### src/rtl/axis_dc_filter_ctrl.sv
// Sequencer for the lock-in DC filter: quarter-period sc_zero strobes, FAST/SLOW tau gear shift,
// manual DC override and DC lock monitor. Optional overrange freeze: define DC_CTRL_OVR_FREEZE_EN.
module axis_dc_filter_ctrl #(
  parameter int S_AXIS_DATA_WIDTH   = 16,
  parameter int QCNT_WIDTH          = 16,
  parameter int LOCK_COUNT          = 8,
  parameter int UNLOCK_FACTOR_SHIFT = 3
`ifdef DC_CTRL_OVR_FREEZE_EN
  , parameter int OVR_HOLD          = 1024
`endif
) (
  input  logic                         aclk,
  input  logic                         areset,
  input  logic [S_AXIS_DATA_WIDTH-1:0] S_AXIS_tdata,
  input  logic                         S_AXIS_tvalid,
  input  logic                         phase_sync,
  input  logic [QCNT_WIDTH-1:0]        qper,
  input  logic [1:0]                   mode,
  input  logic [31:0]                  tau_fast,
  input  logic [31:0]                  tau_slow,
  input  logic [31:0]                  dc_manual,
  input  logic [31:0]                  lock_tol,
  input  logic [31:0]                  mdc_in,
`ifdef DC_CTRL_OVR_FREEZE_EN
  input  logic [S_AXIS_DATA_WIDTH-1:0] ovr_thresh,
`endif
  output logic                         sc_zero,
  output logic [31:0]                  dc_tau,
  output logic [31:0]                  dc,
  output logic                         dc_locked,
  output logic [2:0]                   state_dbg
);

  typedef enum logic [2:0] {
    ST_IDLE   = 3'd0,
    ST_FAST   = 3'd1,
    ST_SLOW   = 3'd2,
    ST_MANUAL = 3'd3,
    ST_HOLD   = 3'd4
  } state_e;

  localparam int LCW  = $clog2(LOCK_COUNT + 1);
  localparam int TOLW = 33 + UNLOCK_FACTOR_SHIFT;

  state_e                state, next_state;
  logic [QCNT_WIDTH-1:0] qc, qeff;
  logic [1:0]            sc_cnt;
  logic [LCW-1:0]        lock_cnt, lock_cnt_next;
  logic [31:0]           prev_mdc;
  logic [32:0]           delta, delta_abs;
  logic                  wrap, active, emit, eval, in_tol, unlock, enter_fast, next_active;
  logic                  ovr_active;

  assign qeff   = (qper < QCNT_WIDTH'(2)) ? QCNT_WIDTH'(2) : qper;
  assign wrap   = S_AXIS_tvalid && !phase_sync && (state != ST_IDLE) && (qc >= qeff - 1'b1);
  assign active = (state == ST_FAST) || (state == ST_SLOW);
  // A pending mode change swallows the strobe, so it never races a lock evaluation.
  assign emit   = wrap && active && (mode == 2'd1) && !ovr_active;
  assign eval   = emit && (sc_cnt == 2'd3);

  assign delta     = {mdc_in[31], mdc_in} - {prev_mdc[31], prev_mdc};
  assign delta_abs = delta[32] ? -delta : delta;
  assign in_tol    = TOLW'(delta_abs) <= TOLW'(lock_tol);
  assign unlock    = TOLW'(delta_abs) > (TOLW'(lock_tol) << UNLOCK_FACTOR_SHIFT);

  // NOTE: every signal written in always_comb gets a default first, so no latch is inferred.
  always_comb begin
    lock_cnt_next = lock_cnt;
    if (eval) begin
      if (!in_tol)                           lock_cnt_next = '0;
      else if (lock_cnt != LCW'(LOCK_COUNT)) lock_cnt_next = lock_cnt + 1'b1;
    end
    if (ovr_active) lock_cnt_next = '0;
  end

  always_comb begin
    next_state = state;
    unique case (mode)
      2'd0: next_state = ST_IDLE;
      2'd2: next_state = ST_MANUAL;
      2'd3: next_state = ST_HOLD;
      default: begin
        unique case (state)
          ST_FAST: if (lock_cnt_next == LCW'(LOCK_COUNT)) next_state = ST_SLOW;
          ST_SLOW: if (eval && unlock)                    next_state = ST_FAST;
          default:                                        next_state = ST_FAST;
        endcase
      end
    endcase
  end

  assign enter_fast  = (next_state == ST_FAST) && (state != ST_FAST);
  assign next_active = (next_state == ST_FAST) || (next_state == ST_SLOW);

  // NOTE: sequential state uses non-blocking assignments so every flop samples pre-edge values.
  always_ff @(posedge aclk or posedge areset) begin
    if (areset) begin
      state     <= ST_IDLE;
      qc        <= '0;
      sc_cnt    <= '0;
      lock_cnt  <= '0;
      prev_mdc  <= '0;
      sc_zero   <= 1'b0;
      dc_tau    <= '0;
      dc        <= '0;
      dc_locked <= 1'b0;
    end else begin
      state <= next_state;

      if (phase_sync)                              qc <= '0;
      else if (S_AXIS_tvalid && state != ST_IDLE)  qc <= wrap ? '0 : qc + 1'b1;

      sc_zero <= emit;

      if (phase_sync || enter_fast) sc_cnt <= '0;
      else if (emit)                sc_cnt <= sc_cnt + 2'd1;

      if (eval) prev_mdc <= mdc_in;

      lock_cnt  <= (next_active && !enter_fast) ? lock_cnt_next : '0;
      dc_locked <= next_active && !enter_fast && (lock_cnt_next == LCW'(LOCK_COUNT));

      unique case (state)
        ST_FAST:   dc_tau <= {1'b0, tau_fast[30:0]};
        ST_SLOW:   dc_tau <= {1'b0, tau_slow[30:0]};
        ST_MANUAL: dc_tau <= 32'h8000_0000;
        default:   dc_tau <= '0;
      endcase

      if (state == ST_MANUAL) dc <= dc_manual;
    end
  end

  assign state_dbg = state;

`ifdef DC_CTRL_OVR_FREEZE_EN
  localparam int HCW = $clog2(OVR_HOLD + 1);

  logic [HCW-1:0]               hold_cnt;
  logic [S_AXIS_DATA_WIDTH-1:0] tdata_abs;
  logic                         sample_ovr;
  logic                         unused_bits;

  // Negative full scale has no positive twin, so it is flagged explicitly as saturated.
  assign tdata_abs  = S_AXIS_tdata[S_AXIS_DATA_WIDTH-1] ? (~S_AXIS_tdata + 1'b1) : S_AXIS_tdata;
  assign sample_ovr = S_AXIS_tvalid &&
                      ((tdata_abs >= ovr_thresh) ||
                       (S_AXIS_tdata == {1'b1, {(S_AXIS_DATA_WIDTH-1){1'b0}}}));

  always_ff @(posedge aclk or posedge areset) begin
    if (areset)                hold_cnt <= '0;
    else if (sample_ovr)       hold_cnt <= HCW'(OVR_HOLD);
    else if (hold_cnt != '0)   hold_cnt <= hold_cnt - 1'b1;
  end

  assign ovr_active  = (hold_cnt != '0);
  assign unused_bits = ^{tau_fast[31], tau_slow[31]};
`else
  logic unused_bits;
  assign ovr_active  = 1'b0;
  assign unused_bits = ^{tau_fast[31], tau_slow[31], S_AXIS_tdata};
`endif

endmodule

### config.mk
export PLATFORM = sky130hd
export DESIGN_NAME = axis_dc_filter_ctrl
export DESIGN_NICKNAME = d
export VERILOG_FILES = /design/src/rtl/axis_dc_filter_ctrl.sv
export SDC_FILE = /design/constraint.sdc
export NUM_CORES = 1
export LEC_CHECK = 0
export BUFFER_PORTS_ARGS = -buffer_cell sky130_fd_sc_hd__buf_2
export CAP_MARGIN = 20
export CORE_ASPECT_RATIO = 0.7
export CORE_MARGIN = 5
export CORE_UTILIZATION = 54
export DETAILED_ROUTE_END_ITERATION = 12
export PLACE_DENSITY = 0.87
export SYNTH_ARGS = -nofsm -noshare
export SYNTH_HDL_FRONTEND = slang
export SYNTH_SLANG_ARGS = --single-unit
### constraint.sdc
create_clock -name aclk -period 8.4 [get_ports aclk]
set_input_delay 0.84 -clock aclk [delete_from_list [all_inputs] [get_ports aclk]]
set_output_delay 0.84 -clock aclk [all_outputs]
set_load 0.01 [all_outputs]
==> flow_summary.yaml <==
critical_path:
  path_cells: "buf_2 -> ha_1 -> a21o_1 -> a21oi_1 -> nand2_2 -> xnor2_1 -> or4_1 -> or4_4 -> and4b_1 -> or3b_2 -> o31ai_1 -> xnor2_1 -> ha_1 -> nand4_1 -> nor4_1 -> a31oi_1 -> o21ai_1 -> and3_1 -> nand3b_1 -> and4_1 -> o31ai_4 -> a311o_1"
  reg2reg_from: "prev_mdc[3]"
  reg2reg_to: "state_dbg[0]"
  critical_path.endpoint_type: "flip-flop"
  worstRegToRegCells: 22
  startpoint_type: "input pin"
  worstPathRequired_ps: 8680
  cp_slowest_stage_delay_ps: 640
  r2r_slack_ps: 1490
  worst-path-buf-inv: 1
  arrival_ps: 7380
  cp_slowest_cell: "or4_1"
  critPathTopFamily: "simple AND/OR/NAND/NOR gates"
  critical_path.max_fanout: 9
  crit_type: "in -> reg"
global_routing:
  antenna_found_initial: 4
  grt_overflow: 0
  grt_max_degree: 70
  grt_pass1_vias: 9362
  grt_pass1_wl_um: 46540
  track_usage: 0.2620
layout:
  multiInputGateArea_sq_um: 6474
  syn_to_final_growth_pct: 20.15
  regArea_sq_um: 3078
  layout-drive-gt1-share: 0.2070
  final_common_cell: "buf_2"
  fill_cells: 1497
  fin_cells: 1722
  mostFrequentLayoutCells: "buf_2, nand2_1, dfrtp_1, ha_1, o21ai_0"
  nets: 1785
timing:
  slew_headroom: 0.3194
  drv_slew: 0
  hold_viol: 0
  skew_ps: 15.86
  fin_crit_sh: 0.8450
  rsz0062_at_grt: "no"
  max_freq_mhz: 140.9
  fin_crit_ps: 7098
  setup_slack_ps: 1302
  setup_viol: 0
  finalSetupTns_ps: 0
  tightest_slew_ps: 1021
placement:
  placed_cells: 1687
  place_congestion: 0.9381
  hpwl_um: 23780
  io_buffer_count: 248
  dp_slack_ps: 1159
route:
  first_pass_iters: 5
  wirelength_um: 29880
  detail-route-antenna-nets: 0
  first_iter_violations: 940
  wl_per_cell_um: 17.35
  via_count: 10109
  vias_per_cell: 5.870
  drc_errors: 0
clock_tree:
  cts_root_buffer: "clkbuf_16"
  clkTransAtPathRegs_ps: 60
  clock_sinks: 123
  post_cts_buffers: 0
  postCtsHoldBufs: 0
  cts_max_level: 4
  cts_tree: "done"
  cts_buffer_depth: 2
  cts-resized-gates: 0
  cts_inserted_buffers: 17
  clk_latency_ps: 420
min_path:
  holdPathEnd: "dc[21]"
  hp-class: "reg -> reg"
  holdCritStartpoint: "dc[21]"
  hold_path_depth: 2
synthesis:
  yosysSeqAreaShare: 0.3074
  synth_top_area_frac: 0.3074
  synthTopCellsByArea: "dfrtp_1, ha_1, nand2_1"
  synth_warnings: 0
  netlist_area_sq_um: 10010
  synth_area_per_cell_sq_um: 8.115
  synth_cell_types: 70
  synthCells: 1234
  synth_nets: 1549
  async_flop_share: 1.000
  synth_ff_type: "dfrtp_1"
  synth_enable_flop_cells: 0
  synth-seq-cells: 123
  yosys.area.top_type: "dfrtp_1"
floorplan:
  coreArea_sq_um: 18110
  rows: 41
  die_area_sq_um: 21410
  fp.dieH_um: 123.9
  initial_core_util: 0.5530
  io_pins: 267
  chipWidth_um: 172.8
pwr:
  vdd_ir_drop_max_v: 0.0001462
  leakagePower_nw: 6.191
  power_density_nw_per_um2: 154.4
flow_run:
  cap_violations: 0
outcome:
  status: "finished, final reports clean"
-- through the flow --
step / instance area, sq um / util / total power [mW] / hold slack [ps]
floorplan: 10010 / - / 0.9704 / 451.2
global placement: 11470 / 0.6334 / 1.145 / 453.8
detailed placement: 11470 / 0.6334 / 1.164 / 456.8
CTS: 12020 / 0.6640 / 1.859 / 473.1
global route: 12030 / 0.6644 / 1.948 / 491.0
finish: 12030 / 0.6644 / 1.858 / 470.3
-- registers in the layout (all words and copies together), names as in the netlist --
signal and count:
dc 32, dc_tau 32, prev_mdc 32, qc 16, lock_cnt 4, state_dbg 3, sc_cnt 2, dc_locked 1
sc_zero 1
-- layout make-up --
cell class / count / area share
multi-input cells: 986 / 0.5381
flip-flops and latches: 123 / 0.2558
repair buffers: 255 / 0.1075
clock buffers: 17 / 0.03536
inverters: 87 / 0.02735
well taps: 236 / 0.02454
clock inverters: 15 / 0.01071
diodes: 3 / 0.0006240
-- how the worst max path moves through the flow --
| stage | start | slack [ps] | cells past startpoint | endpoint |
|---|---|---|---|---|
| detailed placement | mdc_in[3] | 1160 | 22 | state_dbg[0] |
| finish | mdc_in[3] | 1300 | 22 | state_dbg[0] |
| CTS | mdc_in[3] | 1490 | 22 | state_dbg[0] |
| floorplan | mdc_in[0] | 1990 | 25 | state_dbg[0] |
| global route | mdc_in[3] | 950 | 22 | state_dbg[0] |
| global placement | mdc_in[3] | 1260 | 22 | state_dbg[0] |
-- power by group --
| part | switching, mW | internal [mW] |
|---|---|---|
| Sequential | 0.0324 | 0.655 |
| Clock | 0.309 | 0.388 |
| Combinational | 0.280 | 0.194 |
| Total | 0.621 | 1.24 |
-- routing by layer --
layer | up-vias | wire, um | GRT usage
met3 | 33 | 2379 | 0.05704
li1 | 4885 | - | -
met4 | 0 | 280 | 0.05204
met1 | 4801 | 13820 | 0.3849
met5 | - | 0 | 0
met2 | 390 | 13390 | 0.4021
-- cells in the mapped netlist (all sizes together) (13+ instances only) --
master  instances
a211oi         16
nor4           15
a21oi          78
nand2         216
a31oi          13
ha            116
xor2           26
nand4          22
and3           20
dfrtp         123
nand2b         28
nand3          14
nor3           27
inv            87
nor2           61
o21ai         110
a22o           31
a21o           17
xnor2          38
clkbuf         32
-- kinds of logic after synthesis --
logic type,Yosys count,share of synthesized area
buffers and inverters,125,0.04723
XOR/XNOR,64,0.05598
AND/OR/NAND/NOR,460,0.2188
AO/OA/AOI/OAI,341,0.2194
multiplexers,4,0.004248
flip-flops,123,0.3074
adder cells (fa/ha/maj),117,0.1469
-- worst min-delay path, cell delays in order (launching register included) --
cell and delay, ps:
dfrtp_1 340, nand2_1 50, nand2_1 50
(Power assumes the default switching activity.)
